[src/rtl/truth_table_scanner_if.sv]
// Control, status and unit-side signals of the truth table scanner.
// master = test/config side plus unit under test, slave = scanner.
interface truth_table_scanner_if #(
  parameter int N_IN = 5
);
  localparam int W = 1 << N_IN;

  logic            start;
  logic            abort;
  logic [W-1:0]    exp_table;
  logic            f_in;
  logic [N_IN-1:0] vec_out;
  logic            busy;
  logic            done;
  logic [W-1:0]    table_out;
  logic [N_IN:0]   ones_count;
  logic            table_valid;
  logic            mismatch;
  logic [N_IN-1:0] first_fail;

  modport master (
    output start, abort, exp_table, f_in,
    input  vec_out, busy, done, table_out,
    input  ones_count, table_valid,
    input  mismatch, first_fail
  );

  modport slave (
    input  start, abort, exp_table, f_in,
    output vec_out, busy, done, table_out,
    output ones_count, table_valid,
    output mismatch, first_fail
  );
endinterface

[src/rtl/truth_table_scanner.sv]
// Sweeps every input vector of a combinational unit, samples its
// output, and builds/compares the full truth table.
module truth_table_scanner #(
  parameter int N_IN   = 5,
  parameter int SETTLE = 1
) (
  input logic clk,
  input logic rst_n,
  truth_table_scanner_if.slave bus
);
  localparam int W  = 1 << N_IN;
  localparam int WW = (SETTLE > 0) ? $clog2(SETTLE + 1) : 1;

  localparam logic [0:0] IDLE = 1'b0;
  localparam logic [0:0] WAIT = 1'b1;

  logic [0:0]      state_q, state_d;
  logic [N_IN-1:0] vec_q, vec_d;
  logic [WW-1:0]   w_q, w_d;
  logic            busy_q, busy_d;
  logic            done_q, done_d;
  logic [W-1:0]    tab_q, tab_d;
  logic [W-1:0]    exp_q, exp_d;
  logic [N_IN:0]   ones_q, ones_d;
  logic            valid_q, valid_d;
  logic            mis_q, mis_d;
  logic [N_IN-1:0] ff_q, ff_d;

  always_comb begin
    state_d = state_q;
    vec_d   = vec_q;
    w_d     = w_q;
    busy_d  = busy_q;
    done_d  = 1'b0;
    tab_d   = tab_q;
    exp_d   = exp_q;
    ones_d  = ones_q;
    valid_d = valid_q;
    mis_d   = mis_q;
    ff_d    = ff_q;
    unique case (state_q)
      IDLE: begin
        if (bus.start && !bus.abort) begin
          exp_d   = bus.exp_table;
          tab_d   = '0;
          ones_d  = '0;
          mis_d   = 1'b0;
          ff_d    = '0;
          valid_d = 1'b0;
          vec_d   = '0;
          w_d     = WW'(SETTLE);
          busy_d  = 1'b1;
          state_d = WAIT;
        end
      end
      WAIT: begin
        if (bus.abort) begin
          state_d = IDLE;
          busy_d  = 1'b0;
          vec_d   = '0;
        end else if (w_q != '0) begin
          w_d = w_q - WW'(1);
        end else begin
          tab_d[vec_q] = bus.f_in;
          ones_d = ones_q + (N_IN+1)'(bus.f_in);
          // Only the lowest failing vector is kept.
          if (bus.f_in != exp_q[vec_q] && !mis_q) begin
            ff_d  = vec_q;
            mis_d = 1'b1;
          end
          if (vec_q == {N_IN{1'b1}}) begin
            state_d = IDLE;
            busy_d  = 1'b0;
            done_d  = 1'b1;
            valid_d = 1'b1;
            vec_d   = '0;
          end else begin
            vec_d = vec_q + N_IN'(1);
            w_d   = WW'(SETTLE);
          end
        end
      end
      default: state_d = IDLE;
    endcase
  end

  always_ff @(posedge clk) begin
    if (!rst_n) begin
      state_q <= IDLE;
      vec_q   <= '0;
      w_q     <= '0;
      busy_q  <= 1'b0;
      done_q  <= 1'b0;
      tab_q   <= '0;
      exp_q   <= '0;
      ones_q  <= '0;
      valid_q <= 1'b0;
      mis_q   <= 1'b0;
      ff_q    <= '0;
    end else begin
      state_q <= state_d;
      vec_q   <= vec_d;
      w_q     <= w_d;
      busy_q  <= busy_d;
      done_q  <= done_d;
      tab_q   <= tab_d;
      exp_q   <= exp_d;
      ones_q  <= ones_d;
      valid_q <= valid_d;
      mis_q   <= mis_d;
      ff_q    <= ff_d;
    end
  end

  assign bus.vec_out     = vec_q;
  assign bus.busy        = busy_q;
  assign bus.done        = done_q;
  assign bus.table_out   = tab_q;
  assign bus.ones_count  = ones_q;
  assign bus.table_valid = valid_q;
  assign bus.mismatch    = mis_q;
  assign bus.first_fail  = ff_q;
endmodule

[src/flat_wrapper.sv]
// flat-port wrapper written by rule: the top's interface ports become plain ports
module truth_table_scanner_flat 
#(
  parameter int N_IN   = 5,
  parameter int SETTLE = 1
)
  (clk, rst_n, bus_start, bus_abort, bus_exp_table, bus_f_in, bus_vec_out, bus_busy, bus_done, bus_table_out, bus_ones_count, bus_table_valid, bus_mismatch, bus_first_fail);
  truth_table_scanner_if #(.N_IN(N_IN)) bus_i ();
  input logic clk;
  input logic rst_n;
  input wire logic [$bits(bus_i.start)-1:0] bus_start;
  input wire logic [$bits(bus_i.abort)-1:0] bus_abort;
  input wire logic [$bits(bus_i.exp_table)-1:0] bus_exp_table;
  input wire logic [$bits(bus_i.f_in)-1:0] bus_f_in;
  output wire logic [$bits(bus_i.vec_out)-1:0] bus_vec_out;
  output wire logic [$bits(bus_i.busy)-1:0] bus_busy;
  output wire logic [$bits(bus_i.done)-1:0] bus_done;
  output wire logic [$bits(bus_i.table_out)-1:0] bus_table_out;
  output wire logic [$bits(bus_i.ones_count)-1:0] bus_ones_count;
  output wire logic [$bits(bus_i.table_valid)-1:0] bus_table_valid;
  output wire logic [$bits(bus_i.mismatch)-1:0] bus_mismatch;
  output wire logic [$bits(bus_i.first_fail)-1:0] bus_first_fail;
  assign bus_i.start = bus_start;
  assign bus_i.abort = bus_abort;
  assign bus_i.exp_table = bus_exp_table;
  assign bus_i.f_in = bus_f_in;
  assign bus_vec_out = bus_i.vec_out;
  assign bus_busy = bus_i.busy;
  assign bus_done = bus_i.done;
  assign bus_table_out = bus_i.table_out;
  assign bus_ones_count = bus_i.ones_count;
  assign bus_table_valid = bus_i.table_valid;
  assign bus_mismatch = bus_i.mismatch;
  assign bus_first_fail = bus_i.first_fail;
  truth_table_scanner #(.N_IN(N_IN), .SETTLE(SETTLE)) u_core (.clk(clk), .rst_n(rst_n), .bus(bus_i));
endmodule
[config.mk]
export PLATFORM = sky130hd
export DESIGN_NAME = truth_table_scanner_flat
export DESIGN_NICKNAME = d
export VERILOG_FILES = /design/src/rtl/truth_table_scanner_if.sv /design/src/rtl/truth_table_scanner.sv /design/src/flat_wrapper.sv
export SDC_FILE = /design/constraint.sdc
export NUM_CORES = 1
export LEC_CHECK = 0
export ABC_AREA = 1
export CORE_MARGIN = 1.5
export CORE_UTILIZATION = 50
export CTS_CLUSTER_DIAMETER = 30
export DETAILED_ROUTE_END_ITERATION = 6
export GPL_ROUTABILITY_DRIVEN = 0
export PLACE_DENSITY = 0.77
export SLEW_MARGIN = 20
export SYNTH_ARGS = -nofsm -noshare
export SYNTH_HDL_FRONTEND = slang
export SYNTH_SLANG_ARGS = --single-unit
[constraint.sdc]
create_clock -name clk -period 3.7 [get_ports clk]
set_input_delay 0.555 -clock clk [delete_from_list [all_inputs] [get_ports clk]]
set_output_delay 0.555 -clock clk [all_outputs]
set_load 0.05 [all_outputs]
==> Word-level counts from Yosys, hierarchy flattened <==
Index checks and enable logic that the tools add are counted.
{ "word_totals": {"reg_bits": 86, "inputBits": 37, "output_inout_bits": 52, "word_cells": 85} }
{ "classes": {"addsub": 3, "n_lt_le_gt_ge": 2, "eq_ne": 9, "n_mux": 45, "bitwise": 2, "n_reduce_logical": 13} }
{ "op_table": {"columns": ["op", "count"], "rows": [
  ["32-bit two-way mux", 3],
  ["32-bit one-hot mux with 2 select lines", 1],
  ["5-bit two-way mux", 7],
  ["32-bit bitwise mux", 1],
  ["1-bit two-way mux", 20],
  ["5-bit one-hot mux with 2 select lines", 2],
  ["6-bit two-way mux", 3],
  ["6-bit one-hot mux with 2 select lines", 1],
  ["1-bit one-hot mux with 2 select lines", 5],
  ["2-bit inequality test, second input constant", 4],
  ["4-bit AND reduction", 2],
  ["6-bit by 1-bit adder with 6-bit output", 1],
  ["5-bit by 6-bit less-than comparator with 1-bit output, second input constant", 1],
  ["3-bit inequality test, second input constant", 2],
  ["2-bit AND reduction", 3],
  ["3-bit AND reduction", 2],
  ["5-bit by 1-bit adder with 5-bit output, second input constant", 1],
  ["1-bit binary-select mux with 5-bit select", 1],
  ["1-bit demux with 5-bit select", 1],
  ["5-bit == test, second input constant", 1],
  ["5-bit by 1-bit greater-or-equal comparator with 1-bit output, second input constant", 1],
  ["4-bit OR reduction", 1],
  ["1-bit logical AND", 3],
  ["1-bit logical NOT", 2],
  ["4 further kinds", 5]
]} }

==> Depth between registers and ports, before layout <==
{ "logic_depth": {"word_depth": 8, "mapped_depth": 13, "mapped_depth_nobuf": 12} }

==> Worst setup path before layout <==
No wires, ideal clock.
{ "synth_path": {"path_type": "register to register", "from": "register u_core.vec_q[0] (netlist: u_core.bus.vec_out[0])", "to": "register u_core.valid_q (netlist: u_core.bus.table_valid)", "setup_time_ns": 0.059, "t_arrival_ns": 1.937, "t_required_ns": 3.641, "path_slack_ns": 1.704, "stages_incl_launch_ff": 10, "n_path_buf": 0, "period_less_slack_ns": 1.996, "path_cell_list": "dfxtp_1 ha_1 nand2_1 nor2_1 ha_1 inv_1 nor2_1 inv_1 nor4_1 a31o_2"} }
{ "synth_via": {"elab_chain_len": 3} }
{ "synth_rtl": {"columns": ["item", "line", "text"], "rows": [
  ["start: declaration", "truth_table_scanner.sv:18", "logic [N_IN-1:0] vec_q, vec_d;"],
  ["start signal: assignment", "truth_table_scanner.sv:102", "vec_q <= vec_d;"],
  ["5-bit == test", "truth_table_scanner.sv:71", "if (vec_q == {N_IN{1'b1}}) begin"],
  ["2-bit inequality test (no line)", null, null],
  ["4-bit AND reduction (no line)", null, null],
  ["end signal: assignment", "truth_table_scanner.sv:109", "valid_q <= valid_d;"],
  ["end: declaration", "truth_table_scanner.sv:25", "logic valid_q, valid_d;"]
]} }
No other way between the ends.
A chain may end at the register's enable or synchronous reset.

==> Final worst setup path <==
{ "layout_path": {"from": "register u_core.vec_q[1] (netlist: u_core.bus.vec_out[1])", "to": "output port bus_vec_out[1]"} }
{ "layout_lines": {"columns": ["item", "line", "text"], "rows": [
  ["end: declaration", "flat_wrapper.sv:15", "output wire logic [$bits(bus_i.vec_out)-1:0] bus_vec_out;"]
]} }
No word-level cell between the ends.

==> results.yml <==
outcome:
  outcome: "finished, final reports clean"
worst_setup_path:
  worst-setup-path-type: "reg -> out"
  path_buf_inv: 1
  cp.arrival_ps: 2050
  path_cells: "clkdlybuf4s50_1"
  critical-path-slowest-cell: "sky130_fd_sc_hd__clkdlybuf4s50_1"
  crit_path_leading_delay_family: "buffers and inverters"
  crit_start_category: "flop"
  timing.reg2reg.worst_path_depth: 9
  crit-reg2reg-capture: "u_core.bus.table_out[10]"
  worst-endpoint-required_ps: 3140
  reg2reg_start: "u_core.state_q"
  ff2ff_setup_slack_ps: 1300
  critical_path.max_stage_delay_ps: 930
  critical_path.endpoint_type: "output pin"
  critPathMaxFanout: 14
clock_tree:
  maximum_count_of_clock_buffers_along_a_single_path: 2
  cts_tree: "built"
  ctsResizeCount: 0
  cts.clk_slew.worst_paths_ps: 70
  number_of_setup_buffers_added_after_cts: 0
  cts_inserted_buffers: 9
  ctsRootBufferMaster: "sky130_fd_sc_hd__clkbuf_8"
  clk_latency_ps: 350
  cts.htree.levels: 3
  cts_hold_buf: 0
  cts_sinks: 86
die:
  die_area_um2: 8640
  ports: 89
  placeableCoreArea_um2: 7770
  core.rowCount: 32
  initial_core_util_pct: 52.1
  dieWidth_um: 92.9
  floorplan.die.height_um: 92.9
yosys:
  share_of_synthesized_registers_carrying_an_async_set_or_reset_pct: 0
  synth_edf_count: 0
  synth_warnings: 0
  ys_dominant_reg_cell: "sky130_fd_sc_hd__dfxtp_1"
  synthesis.nets: 592
  synth_seq_area_share_pct: 42.6
  ys_seq_elements: 86
  postSynthAreaPerCell_um2: 7.38
  synth_area_um2: 4050
  synth.lib_cells_used.distinct: 34
  synthCells: 548
drt:
  route.final.wire_length_mm: 10.1
  dr.first_iter.drc_count: 153
  drcViolationCount: 0
  wire_per_inst_um: 13.8
  vias: 3860
  post_drt_via_cell_ratio: 5.29
  drt.antenna.violating_nets: 0
  drt_pass1_iterations: 5
power_and_ir_drop:
  powerDensity_nw_per_um2: 362
  switching_power_uw: 512
  clkPwrFrac_pct: 32.2
  p_leak_uw: 0.00200
  p_sw_share_pct: 27.7
  vdd_drop_max_v: 0.000209
  p_int_uw: 1330
  p_comb_share_pct: 14.8
  sequentialPowerShare_pct: 53.0
sta:
  hold_fails_final_rpt: 0
  layout_min_cycle_time_ps: 2610
  worst_slew_margin_rel_pct: 53.5
  timing.final.setup_violations: 0
  worst-slew-pin-transition_ps: 697
  timing.fmax_mhz: 384
  setup_total_negative_slack_ps: 0
  finalMaxSlewViolations: 0
  period_share_pct: 70.4
  final.setup_skew_ps: 12.2
  setup_repair_after_global_routing_missed_its_margin: "false"
placement:
  area_after_detailed_placement_um2: 4920
  portBuffers: 88
  hpwl_mm: 7.13
hold_path:
  hold_end: "u_core.exp_q[13]"
  worstHoldStart: "u_core.exp_q[13]"
  hold-path-cell-count: 2
  hp-class: "reg -> reg"
final_layout:
  synthToLayoutAreaGrowth_pct: 26.0
  final_antenna_diode_count: 0
  final_layout_size_suffix_gt1_share_pct: 9.09
  highest_count_cells_in_the_layout_ignoring_fill_and_taps: "sky130_fd_sc_hd__nand2_1 (118), sky130_fd_sc_hd__clkdlybuf4s50_1 (88), sky130_fd_sc_hd__dfxtp_1 (86)"
  final_design_area_no_fill_um2: 5100
  layout.cells.most_common: "sky130_fd_sc_hd__nand2_1"
  nets: 667
job:
  cap_violations: 0
grt:
  wire_length_of_the_first_global_routing_pass_mm: 16.8
  antenna_violations_before_repair: 0
  grt_start_max_net_pins: 47
  first_global_vias: 3616
  global_route.usage.total_pct: 24.5
  grt.overflow.total: 0
-- stage by stage --
stage | std cells | power, uW | setup WS, ps | util (%) | hold WS (ps)
detailed placement | 714 | 1270 | 894 | 63.4 | 445
floorplan | 548 | 1180 | 1700 | - | 429
finish | 729 | 1840 | 1090 | 65.6 | 453
CTS | 729 | 1850 | 1110 | 65.6 | 456
global route | 729 | 1930 | 1030 | 65.6 | 472
global placement | 714 | 1260 | 1000 | 63.4 | 440
-- worst max-delay path by stage --
stage,start,cells after the start,endpoint
final,u_core.bus.vec_out[1],1,bus_vec_out[1]
after global routing,u_core.bus.vec_out[1],1,bus_vec_out[1]
after CTS,u_core.bus.vec_out[1],1,bus_vec_out[1]
after detailed placement,bus_abort,11,u_core.bus.table_out[0]
after global placement,bus_abort,11,u_core.bus.table_out[10]
after floorplan,u_core.bus.vec_out[0],9,u_core.bus.table_valid
-- cell families after synthesis --
logic type | share of synthesized area [%]
flip-flops | 42.6
AND/OR/NAND/NOR | 24.2
AO/OA/AOI/OAI | 20.4
buffers and inverters | 10.4
XOR/XNOR | 0.217
adder cells (fa/ha/maj) | 2.17
-- layout make-up --
cell class,count,area [um^2]
clock buffers,12,155
clock inverters,3,20.0
fillers,707,2670
inverters,64,240
multi-input cells,369,1900
flip-flops and latches,86,1720
well taps,102,128
repair buffers,93,931
-- cells in the mapped netlist (5+ instances only) --
cell type / count / share of area (%)
sky130_fd_sc_hd__a21oi_1: 73 / 9.0
sky130_fd_sc_hd__nand3_1: 28 / 3.5
sky130_fd_sc_hd__nor2_2: 14 / 2.2
sky130_fd_sc_hd__nand4_1: 6 / 0.93
sky130_fd_sc_hd__ha_1: 7 / 2.2
sky130_fd_sc_hd__inv_2: 6 / 0.56
sky130_fd_sc_hd__buf_2: 8 / 0.99
sky130_fd_sc_hd__inv_1: 58 / 5.4
sky130_fd_sc_hd__a211oi_1: 15 / 2.8
sky130_fd_sc_hd__buf_6: 5 / 1.4
sky130_fd_sc_hd__nand2_1: 118 / 11
sky130_fd_sc_hd__nor2_1: 27 / 2.5
sky130_fd_sc_hd__dfxtp_1: 86 / 43
sky130_fd_sc_hd__o21ai_0: 54 / 6.7
sky130_fd_sc_hd__clkbuf_1: 13 / 1.2
-- routing by layer --
metal / GRT usage, % / vias up / wire (um)
li1: - / 1944 / -
met1: 29.7 / 1778 / 4390
met2: 42.6 / 114 / 4880
met3: 4.11 / 24 / 565
met4: 10.4 / 0 / 232
met5: 0 / - / 0
-- state kept, by name, indices dropped and copies added (netlist names) --
| signal | cells |
|---|---|
| u_core.bus.busy | 1 |
| u_core.bus.done | 1 |
| u_core.bus.first_fail | 5 |
| u_core.bus.mismatch | 1 |
| u_core.bus.ones_count | 6 |
| u_core.bus.table_out | 32 |
| u_core.bus.table_valid | 1 |
| u_core.bus.vec_out | 5 |
| u_core.exp_q | 32 |
| u_core.state_q | 1 |
| u_core.w_q | 1 |
-- power by group through the flow --
stage / Clock, uW / Combinational, uW / Sequential (uW)
finish: 594 / 273 / 977
CTS: 600 / 272 / 977
floorplan: 0 / 180 / 1000
global placement: 0 / 265 / 997
detailed placement: 0 / 270 / 998
global route: 646 / 302 / 981
(Power assumes the default switching activity.)
